--- src/rtl/ram_ctrl_pkg.sv ---
// Shared types and constants for the program/data RAM access controller.
// Latency: n/a (types only).
// Backpressure: n/a.
package ram_ctrl_pkg;

    typedef enum logic [1:0] {
        IDLE   = 2'd0,
        ADDR   = 2'd1,
        ACCESS = 2'd2,
        RESP   = 2'd3
    } ram_ctrl_state_t;

    typedef enum logic {
        FETCH = 1'b0,
        DATA  = 1'b1
    } ram_owner_t;

    localparam logic SEL_PROGRAM = 1'b0;
    localparam logic SEL_DATA    = 1'b1;

endpackage

--- src/rtl/ram_arbiter_rr.sv ---
// Two-way tie-breaker between fetch and load/store, with fixed data priority option.
// Latency: combinational grant; last-grant register updates on the accepting edge.
// Backpressure: grant is only consumed when update_i is high (controller in IDLE).
module ram_arbiter_rr
    import ram_ctrl_pkg::*;
#(
    parameter int unsigned PRIO_DATA = 0
) (
    input  logic       clk_i,
    input  logic       rst_ni,
    input  logic       fetch_req_i,
    input  logic       data_req_i,
    input  logic       update_i,
    output logic       grant_vld_o,
    output ram_owner_t grant_owner_o
);

    // Owner of the most recent accepted grant; reset to DATA so the first tie goes to fetch.
    ram_owner_t r_lastGrant;

    // Pick a winner: single requester wins outright; a tie uses priority or alternation.
    always_comb begin
        grant_vld_o   = fetch_req_i | data_req_i;
        grant_owner_o = FETCH;
        if (fetch_req_i && data_req_i) begin
            if (PRIO_DATA != 0) begin
                grant_owner_o = DATA;
            end else begin
                grant_owner_o = (r_lastGrant == DATA) ? FETCH : DATA;
            end
        end else if (data_req_i) begin
            grant_owner_o = DATA;
        end
    end

    // Remember who was served last, only when the controller actually takes the grant.
    always_ff @(posedge clk_i or negedge rst_ni) begin
        if (!rst_ni) begin
            r_lastGrant <= DATA;
        end else if (update_i && grant_vld_o) begin
            r_lastGrant <= grant_owner_o;
        end
    end

endmodule

--- src/rtl/ram_access_ctrl.sv ---
// Sequences fetch and load/store accesses onto the shared program/data RAM.
// Latency: request seen in IDLE at cycle N -> address N+1, access N+2, done N+3.
// Backpressure: requests are levels held until done; one access in flight at a time.
module ram_access_ctrl
    import ram_ctrl_pkg::*;
#(
    parameter int unsigned ADDR_W    = 8,
    parameter int unsigned DATA_W    = 8,
    parameter int unsigned PRIO_DATA = 0
) (
    input  logic              i_clk,
    input  logic              i_nReset,
    input  logic              i_fetchReq,
    input  logic [ADDR_W-1:0] i_fetchAddr,
    output logic              o_fetchDone,
    output logic [DATA_W-1:0] o_fetchData,
    input  logic              i_dataReq,
    input  logic              i_dataWe,
    input  logic [ADDR_W-1:0] i_dataAddr,
    input  logic [DATA_W-1:0] i_dataWData,
    output logic              o_dataDone,
    output logic [DATA_W-1:0] o_dataRData,
    output logic [ADDR_W-1:0] o_ramAddress,
    output logic              o_ramAddressEn,
    output logic [DATA_W-1:0] o_ramWriteData,
    output logic              o_ramWriteEn,
    output logic              o_ramReadDataSelect,
    output logic              o_ramOutEnable,
    input  logic [DATA_W-1:0] i_ramReadData,
    output logic              o_busy
);

    ram_ctrl_state_t   state_q, state_d;
    ram_owner_t        owner_q;
    logic [ADDR_W-1:0] addr_q;
    logic              we_q;
    logic [DATA_W-1:0] wdata_q;
    logic [DATA_W-1:0] fetch_data_q;
    logic [DATA_W-1:0] data_rdata_q;

    logic              grant_vld;
    ram_owner_t        grant_owner;
    logic              grant_take;
    logic              addr_en;
    logic              write_en;
    logic              out_en;
    logic              fetch_done;
    logic              data_done;

    ram_arbiter_rr #(
        .PRIO_DATA (PRIO_DATA)
    ) u_arb (
        .clk_i         (i_clk),
        .rst_ni        (i_nReset),
        .fetch_req_i   (i_fetchReq),
        .data_req_i    (i_dataReq),
        .update_i      (grant_take),
        .grant_vld_o   (grant_vld),
        .grant_owner_o (grant_owner)
    );

    // State register; reset aborts any access in flight.
    always_ff @(posedge i_clk or negedge i_nReset) begin
        if (!i_nReset) begin
            state_q <= IDLE;
        end else begin
            state_q <= state_d;
        end
    end

    // Next state and RAM strobes; the address strobe always precedes the write strobe by one cycle.
    always_comb begin
        state_d    = state_q;
        grant_take = 1'b0;
        addr_en    = 1'b0;
        write_en   = 1'b0;
        out_en     = 1'b0;
        fetch_done = 1'b0;
        data_done  = 1'b0;
        case (state_q)
            IDLE: begin
                if (grant_vld) begin
                    grant_take = 1'b1;
                    state_d    = ADDR;
                end
            end
            ADDR: begin
                addr_en = 1'b1;
                state_d = ACCESS;
            end
            ACCESS: begin
                if (we_q) begin
                    write_en = 1'b1;
                end else begin
                    out_en = 1'b1;
                end
                state_d = RESP;
            end
            RESP: begin
                if (owner_q == DATA) begin
                    data_done = 1'b1;
                end else begin
                    fetch_done = 1'b1;
                end
                state_d = IDLE;
            end
            default: state_d = IDLE;
        endcase
    end

    // Freeze the winning request at grant so later input changes cannot disturb the access.
    always_ff @(posedge i_clk or negedge i_nReset) begin
        if (!i_nReset) begin
            owner_q <= FETCH;
            addr_q  <= '0;
            we_q    <= 1'b0;
            wdata_q <= '0;
        end else if (grant_take) begin
            owner_q <= grant_owner;
            if (grant_owner == DATA) begin
                addr_q  <= i_dataAddr;
                we_q    <= i_dataWe;
                wdata_q <= i_dataWData;
            end else begin
                // A fetch is always a read, whatever the store port is showing.
                addr_q  <= i_fetchAddr;
                we_q    <= 1'b0;
                wdata_q <= '0;
            end
        end
    end

    // Capture the RAM bus only while it is driven, into the owning port's result register.
    always_ff @(posedge i_clk or negedge i_nReset) begin
        if (!i_nReset) begin
            fetch_data_q <= '0;
            data_rdata_q <= '0;
        end else if (out_en) begin
            if (owner_q == DATA) begin
                data_rdata_q <= i_ramReadData;
            end else begin
                fetch_data_q <= i_ramReadData;
            end
        end
    end

    assign o_ramAddress        = addr_q;
    assign o_ramAddressEn      = addr_en;
    assign o_ramWriteData      = wdata_q;
    assign o_ramWriteEn        = write_en;
    assign o_ramOutEnable      = out_en;
    assign o_ramReadDataSelect = (owner_q == DATA) ? SEL_DATA : SEL_PROGRAM;
    assign o_fetchDone         = fetch_done;
    assign o_dataDone          = data_done;
    assign o_fetchData         = fetch_data_q;
    assign o_dataRData         = data_rdata_q;
    assign o_busy              = (state_q != IDLE);

endmodule

--- config.mk ---
export PLATFORM = sky130hd
export DESIGN_NAME = ram_access_ctrl
export DESIGN_NICKNAME = d
export VERILOG_FILES = /design/src/rtl/ram_ctrl_pkg.sv /design/src/rtl/ram_arbiter_rr.sv /design/src/rtl/ram_access_ctrl.sv
export SDC_FILE = /design/constraint.sdc
export NUM_CORES = 1
export LEC_CHECK = 0
export ABC_AREA = 1
export CAP_MARGIN = 10
export CORE_ASPECT_RATIO = 0.75
export CORE_MARGIN = 2
export CORE_UTILIZATION = 41
export DETAILED_ROUTE_END_ITERATION = 7
export HOLD_SLACK_MARGIN = 0.08
export PLACE_DENSITY_LB_ADDON = 0.05
export SYNTH_ARGS = -nofsm -noshare
export SYNTH_HDL_FRONTEND = slang
export SYNTH_HIERARCHICAL = 1
export SYNTH_SLANG_ARGS = --single-unit
export TNS_END_PERCENT = 1
--- constraint.sdc ---
create_clock -name i_clk -period 1.45 [get_ports i_clk]
set_input_delay 0.145 -clock i_clk [delete_from_list [all_inputs] [get_ports i_clk]]
set_output_delay 0.145 -clock i_clk [all_outputs]
set_load 0.05 [all_outputs]
### After elaboration in Yosys (flattened, before gate mapping)

Cells that the tools add are included.

* flip-flop bits (word level): 37
* bits in latches: 0
* memory bits (writable): 0
* bits in read-only memories: 0
* input bits: 37
* word-level logic and storage cells: 39
* memories: 0

* add/sub/neg operators: 0
* multiply operators: 0
* div/mod/pow operators: 0
* order comparisons: 0
* eq/ne operators: 4
* shifts and indexed selects: 0
* multiplexer cells: 19
* bitwise logic cells: 2
* reduce and logical (&&, ||, !) cells: 6

Operators by type and width (count)
* 8-bit two-way mux: 2
* 1-bit two-way mux: 15
* 2-bit one-hot mux with 4 select lines: 1
* 2-bit == test (second input constant): 2
* 2-bit AND reduction: 2
* 2-bit by 1-bit == test with 1-bit output (second input constant): 1
* 1-bit logical AND: 2
* 2-bit logical NOT: 1
* 2-bit two-way mux: 1
* 2-bit by 1-bit != test with 1-bit output (second input constant): 1
* 2-bit nonzero test: 1
* 1-bit inverter: 1
* 1-bit bitwise OR: 1

### Longest topological paths before layout

* depth after elaboration: 4
* depth in mapped cells: 8
* depth with buffers taken out: 7

### By module

Netlist, hierarchy kept.

By module, submodules not included
* ram_access_ctrl: times used 1, cells each 199, area an instance 1650.3 µm²
* ram_arbiter_rr: times used 1, cells each 8, area an instance 60.1 µm²

### Least setup slack after synthesis

OpenSTA, ideal clock, no wires.

* path kind: reg2out
* from: register state_q[0]
* to: output o_ramOutEnable
* arrival time: 1.627 ns
* required time: 1.305 ns
* setup slack: -0.322 ns
* cell stages (with the launch flop): 7
* cell sequence: dfrtp_1 > inv_1 > ha_1 > buf_4 > buf_6 > inv_1 > nor2_1

* longest elaborated chain between the ends: 2

Ends and longest elaborated chain
* from (decl): RTL line ram_access_ctrl.sv:33 `ram_ctrl_state_t state_q, state_d;`
* from (signal assigned): RTL line ram_access_ctrl.sv:67 `state_q <= state_d;`
* 2-bit == test: RTL line ram_access_ctrl.sv:80 `case (state_q)`
* 1-bit two-way mux: RTL line ram_access_ctrl.sv:80
* to (decl): RTL line ram_access_ctrl.sv:28 `output logic o_ramOutEnable,`

No other way between the ends.

### Worst setup path in the final report

* from: register state_q[0]
* to: output o_fetchDone

* longest elaborated chain between the ends: 2

Ends and longest elaborated chain
* 2-bit == test: RTL line ram_access_ctrl.sv:80
* 1-bit two-way mux: RTL line ram_access_ctrl.sv:80
* to (decl): RTL line ram_access_ctrl.sv:15 `output logic o_fetchDone,`

No other way between the ends.

==> flow_summary.json <==
{
  "syn_area_mm2": 0.00171,
  "ys_ff_latch": 37,
  "clock_path_buffers": 2,
  "portBuffers": 75,
  "placed_cells": 339,
  "finalSetupTns_ns": 0,
  "end_kind": "output pin",
  "final-hold-violation-count": 0,
  "stdcell_count": 349,
  "globalplace.congestion": 0.749,
  "cp_max_fo": 3,
  "rsz0062_at_grt": "true",
  "dr.pass1.iters": 4,
  "synth_top_family_by_area": "simple AND/OR/NAND/NOR gates",
  "r2r-end": "o_dataRData[2]$_DFFE_PN0P_",
  "synth_fp_nets": 248,
  "cp_data_required_time_ns": 1.31,
  "fmax_mhz": 712,
  "ys_seq_area_frac": 0.542,
  "cp_data_arrival_time_ns": 1.26,
  "combPwrFrac": 0.629,
  "rrSetupSlack_ns": 0.15,
  "internal_power_uw": 3330,
  "synthXorXnorAreaFrac": 0,
  "drc": 0,
  "synthMuxAreaShare": 0,
  "area_growth_pct": 56.4,
  "power_density_mw_per_mm2": 2520,
  "synth-compound-area-share": 0.0373,
  "status": "finished clean",
  "chipWidth_um": 78.6,
  "crit_path_max_incr_delay_ns": 0.39,
  "setup_viol": 0,
  "reg2reg_depth": 6,
  "grt_pass1_vias": 1515,
  "cts_tree": "yes",
  "fin_crit_ns": 1.41,
  "die_h_um": 59.9,
  "dp_hpwl_um": 3160,
  "p_sw_uw": 3430,
  "io_pins": 76,
  "antenna_cells": 0,
  "h-tree-depth": 2,
  "peakVddDrop_v": 0.00151,
  "clk_latency_ns": 0.28,
  "dp_slack_ns": 0.0306,
  "cts.clk_slew.worst_paths_ns": 0.07,
  "syn_inst": 207,
  "cp_slowest_cell": "dfrtp_1",
  "grt_pass1_wl_um": 6930,
  "synth_fa_ha_area_frac": 0.0293,
  "worstPathCellList": "buf_4, ha_2, inv_1, nor2_2, buf_12",
  "final_common_cell": "nand2_1",
  "cts-root-buf": "clkbuf_8",
  "track_usage": 0.193,
  "fin_crit_sh": 0.969,
  "final.setup.worst_slack_ns": 0.0446,
  "p_clk_frac": 0.104,
  "drv_slew": 0,
  "drive_above_1_share": 0.259,
  "p_leak_uw": 0.00138,
  "core_mm2": 0.00403,
  "place_area_mm2": 0.00254,
  "rows": 20,
  "grt_max_degree": 20,
  "antenna_found_initial": 0,
  "wl_um": 4230,
  "synthDistinctLibCells": 18,
  "skew_ns": 0.00253,
  "fin_area_mm2": 0.00268,
  "dieArea_mm2": 0.00471,
  "cts.sinks": 37,
  "min_path_type": "primary input to async pin",
  "ys.warnings.count": 6,
  "slew_headroom": 0.711,
  "most-common-layout-cells": "nand2_1, buf_4, dfrtp_1",
  "worstMarginPinSlew_ns": 0.434,
  "critical_path_class": "flop to output pin",
  "ant_nets": 0,
  "synth-simple-area-share": 0.323,
  "worstReg2RegStart": "state_q[0]$_DFFE_PN0P_",
  "via_count": 1608,
  "viasPerCell": 4.61,
  "drtIter0Drc": 75,
  "worstSetupStartpointType": "flop",
  "seqPwrFrac": 0.267,
  "nets": 335,
  "start_util": 0.425,
  "grt_overflow": 0,
  "swShare": 0.507,
  "synth.avg_cell_area_um2": 8.26,
  "cts_made_buffers": 5,
  "routed_wire_length_per_instance_um": 12.1,
  "cap_violations": 0
}
-- cells by family (layout without fill, tap and decap cells) --
family / count (synthesis) / after routing
simple gates: 133 / 133
compound gates: 12 / 12
flops: 37 / 37
fa+ha+maj: 4 / 4
buf+inv: 21 / 108
-- final cells by class --
type | count | area (um2)
Clock buffer | 7 | 86.3
Tap cell | 55 | 68.8
Timing Repair Buffer | 89 | 856
Fill cell | 335 | 1350
Multi-Input combinational cell | 149 | 692
Inverter | 12 | 45.0
Sequential cell | 37 | 927
-- state kept, by name, indices dropped and copies added (netlist names) --
name / count
o_dataRData: 8
state_q: 2
u_arb/r_lastGrant: 1
o_ramWriteData: 8
o_fetchData: 8
we_q: 1
o_ramAddress: 8
owner_q: 1
-- cell usage after synthesis, drive strengths merged --
library cell	instances	area share
nand2	107	0.23
or2	1	0.0037
inv	12	0.026
ha	4	0.029
nand4	16	0.059
buf	9	0.042
o21ai	12	0.037
nor2	5	0.011
nand3	3	0.012
dfrtp	36	0.53
and2	1	0.0037
dfstp	1	0.015
-- routing by layer --
metal  share of wire  global-route usage  vias up
met4           0.012              0.0677        0
li1                -                   -      828
met1            0.49               0.278      713
met3           0.071              0.0498        6
met5               0                   0        -
met2            0.43               0.283       61
-- worst max-delay path: cells and delay by family (launching register included) --
family,cells,cell delay (ns)
buffers and inverters,3,0.36
adder cells (fa/ha/maj),1,0.18
AND/OR/NAND/NOR,1,0.04
flip-flops,1,0.39
-- through the flow --
stage	total power, uW	util	hold slack [ns]
finish	6750	0.664	0.338
global route	7180	0.664	0.383
CTS	6740	0.659	0.337
detailed placement	5970	0.631	0.109
global placement	5900	0.631	0.106
floorplan	4510	-	-0.151
-- power by group through the flow --
stage	Sequential (uW)	Combinational (uW)	Clock (uW)
finish	1800	4250	703
global route	1860	4550	764
CTS	1800	4220	724
detailed placement	1800	4180	0
global placement	1800	4110	0
floorplan	3160	1350	0
-- timing repair --
item,in CTS,in global routing
buffers inserted,0,2
endpoints found under the hold margin,16,0
resized for setup,4,5
cloned,0,0
pin swaps,0,1
setup endpoints to repair,2,16
hold buffers,1,0
-- worst max path at each step --
stage / start / slack [ns] / to
after floorplan: state_q[0]$_DFFE_PN0P_ / -0.09 / o_ramOutEnable
after global placement: i_dataReq / 0.07 / owner_q$_DFFE_PN0P_
after detailed placement: i_dataReq / 0.03 / owner_q$_DFFE_PN0P_
after CTS: state_q[1]$_DFFE_PN0P_ / 0.02 / o_busy
after global routing: state_q[0]$_DFFE_PN0P_ / -0.02 / o_fetchDone
final: state_q[0]$_DFFE_PN0P_ / 0.04 / o_fetchDone
Power figures use the tool's default switching activity.
==> RTL edit 1 (same settings) <==
Re-encode `ram_ctrl_state_t` (4 states) as Gray code, 2 bits wide.
--- a/src/rtl/ram_ctrl_pkg.sv
+++ b/src/rtl/ram_ctrl_pkg.sv
@@ -4,10 +4,10 @@
 package ram_ctrl_pkg;
 
     typedef enum logic [1:0] {
-        IDLE   = 2'd0,
-        ADDR   = 2'd1,
-        ACCESS = 2'd2,
-        RESP   = 2'd3
+        IDLE   = 2'b00,
+        ADDR   = 2'b01,
+        ACCESS = 2'b11,
+        RESP   = 2'b10
     } ram_ctrl_state_t;
 
     typedef enum logic {
Function: no difference found for any inputs over 10 cycles, from zero or initial values and one cycle with i_nReset low; not proved beyond that.
==> RTL edit 1 against the original RTL <==
Design area fell by 1.1%; sequential cell count did not move; setup slack better by 22 ps; global-route usage shrank 0.80 points; via count decreased by 5.3%; power shrank 0.79%; routed wire length shrank 6.4%; synthesized area is 5.4% lower.
==> RTL edit 1: results (changes against the original RTL) <==
| Metric | Value |
|---|---|
| Number of fill cells | `317 (-5.4%)` |
| Pin count of the biggest net entering global routing | `26 (+30%)` |
| DR WL met2 | `1750 µm (-3.4%)` |
| Share of layout cells above drive strength 1 | `24.8% (-1.0 points)` |
| Actual slew at the worst max-slew pin | `502 ps (+68.1 ps)` |
| Invs w/o clock | `14 (+2)` |
| FF-to-FF path depth | `7 (+1)` |
| Combinational cell power | `3.99 mW (-6.1%)` |
| Peak supply drop | `1.41 mV (-6.7%)` |
| HPWL Detailed | `3030 µm (-4.2%)` |
| Vias | `1,523 (-5.3%)` |
| Clock Skew | `7.06 ps (+4.53 ps)` |
| Slowest stage delay, CP | `420 ps (+30 ps)` |
| Synth cell types | `19 (+1)` |
| Psw | `3.29 mW (-4.1%)` |
| Placed insts | `324 (-4.4%)` |
| RR Endpoint | `o_ramAddress[6]$_DFFE_PN0P_` |
| Grt met3 use | `5.37% (+0.38 points)` |
| Cts repair resizes | `0 (-4)` |
| Outcome | `complete, no violations` |
| P_clk | `0.896 mW (+27%)` |
| Setup WS pre-CTS | `28.7 ps (-1.95 ps)` |
| Clock-cell share | `4.40% (+1.2 points)` |
| CP max FO | `4 (+1)` |
| Nonclk buf count | `90 (+1.1%)` |
| Adder-cell share of the synthesized area | `0% (-2.9 points)` |
| Reg-to-reg critical path startpoint | `u_arb/r_lastGrant$_DFFE_PN1P_` |
| Via/cell ratio | `4.51 (-2.2%)` |
[RTL edit 1: worst max-delay path: cells and delay by family, from the launching register on]
family / cells / cell delay [ps]
buffers and inverters: 2 / 340
AND/OR/NAND/NOR: 1 / 200
flip-flops: 1 / 420
[RTL edit 1: worst min-delay path by stage]
stage                                                to  slack [ps]  cells past startpoint     start
after floorplan              o_dataRData[0]$_DFFE_PN0P_        -150                      0  i_nReset
after global placement      o_ramAddress[1]$_DFFE_PN0P_         150                      1  i_nReset
after detailed placement    o_ramAddress[6]$_DFFE_PN0P_         150                      1  i_nReset
after CTS                 o_ramWriteData[7]$_DFFE_PN0P_         370                      2  i_nReset
after global routing      o_ramWriteData[7]$_DFFE_PN0P_         420                      2  i_nReset
final                     o_ramWriteData[7]$_DFFE_PN0P_         360                      2  i_nReset
[RTL edit 1: timing repair]
item,4_1_cts,5_1_grt
endpoints found under the setup margin,0,4
endpoints found under the hold margin,20,0
setup buffers,0,5
hold buffers,1,0
==> RTL edit 2 (same flow settings) <==
Without the edit above. The parameter `ADDR_W` goes from 8 to 7.
--- a/src/rtl/ram_access_ctrl.sv
+++ b/src/rtl/ram_access_ctrl.sv
@@ -4,7 +4,7 @@
 module ram_access_ctrl
     import ram_ctrl_pkg::*;
 #(
-    parameter int unsigned ADDR_W    = 8,
+    parameter int unsigned ADDR_W    = 7,
     parameter int unsigned DATA_W    = 8,
     parameter int unsigned PRIO_DATA = 0
 ) (
Ports: changed (resized i_dataAddr, i_fetchAddr and o_ramAddress); port bits go from 76 to 73. No check against the original RTL was run, so the function may have changed too.
==> RTL edit 2 against the original RTL <==
Die area down 2.9%; clock skew up 1.1 ps; routed wire length down 5.3%; sequential cell count down 1; setup slack worse by 17 ps; design area down 1.7%; synthesized area down 3.1%; clock power up 37%; combinational power down 4%; power up 0.82%.
==> RTL edit 2: results (changes against the original RTL) <==
| Metric | Value |
|---|---|
| Leak Pwr | `1.34 nW (-2.9%)` |
| Critical path endpoint | `o_busy` |
| Via/cell ratio | `4.61 (about the same)` |
| Number of fill cells | `325 (-3.0%)` |
| Grt met3 use | `5.79% (+0.81 points)` |
| Outcome | `complete, no violations` |
| RR Endpoint | `o_dataRData[7]$_DFFE_PN0P_` |
| Met2 GRT Util | `27.1% (-1.2 points)` |
| M1 wire length | `1970 µm (-4.6%)` |
| Share of layout cells above drive strength 1 | `25.5% (-0.32 points)` |
| Combinational cell power | `4.08 mW (-4%)` |
| Overall Global Routing Usage | `18.7% (-0.54 points)` |
| Port Buffers | `72 (-4.0%)` |
| Final wirelength | `4000 µm (-5.3%)` |
| Area contributors post-synth | `dfrtp_1 53%, nand2_1 23%, nand4_1 6.0%` |
| Gp weighted congestion | `0.794 (+6.1%)` |
| Adder-cell share of the synthesized area | `3.02% (+0.093 points)` |
| Compound-Gate Fraction of Synth Area | `3.85% (+0.12 points)` |
| CP max FO | `4 (+1)` |
| HPWL Detailed | `2940 µm (-7.0%)` |
| Met3 WL | `239 µm (-20%)` |
| DR WL met2 | `1720 µm (-5.3%)` |
| Sequential area share after synthesis | `54.4% (+0.21 points)` |
| 1st-iter DRT viols | `72 (-4.0%)` |
| Clock Skew | `3.62 ps (+1.08 ps)` |
| Peak supply drop | `1.68 mV (+11%)` |
| Synth cell types | `20 (+2)` |
| Post-CTS Setup Bufs | `2 (+2)` |
[RTL edit 2: cell types whose count changed after synthesis, moves of 2 or more]
cell | before | now
o21ai_0 | 10 | 8
o21ai_1 | 1 | 3
inv_2 | 4 | 2
nand2_1 | 107 | 100
[RTL edit 2: final cells by class]
class,count,share of cell area [%]
inverter,12,1.86
sequential,36,34.3
multi-input combinational,143,25.9
clock buffer,7,3.66
timing repair buffer,83,30.6
tap,52,2.47
clock inverter,1,1.14
[RTL edit 2: stage by stage]
step | cell area (µm²) | std cells | hold WS (ps) | worst slack (ps) | util, %
floorplan | 1660 | 199 | -151 | -94.2 | -
global placement | 2440 | 323 | 121 | -11.1 | 65.1
detailed placement | 2440 | 323 | 125 | -80.7 | 65.1
CTS | 2610 | 334 | 355 | 10.2 | 69.5
global route | 2630 | 334 | 371 | -34.6 | 70.0
finish | 2630 | 334 | 360 | 27.3 | 70.0
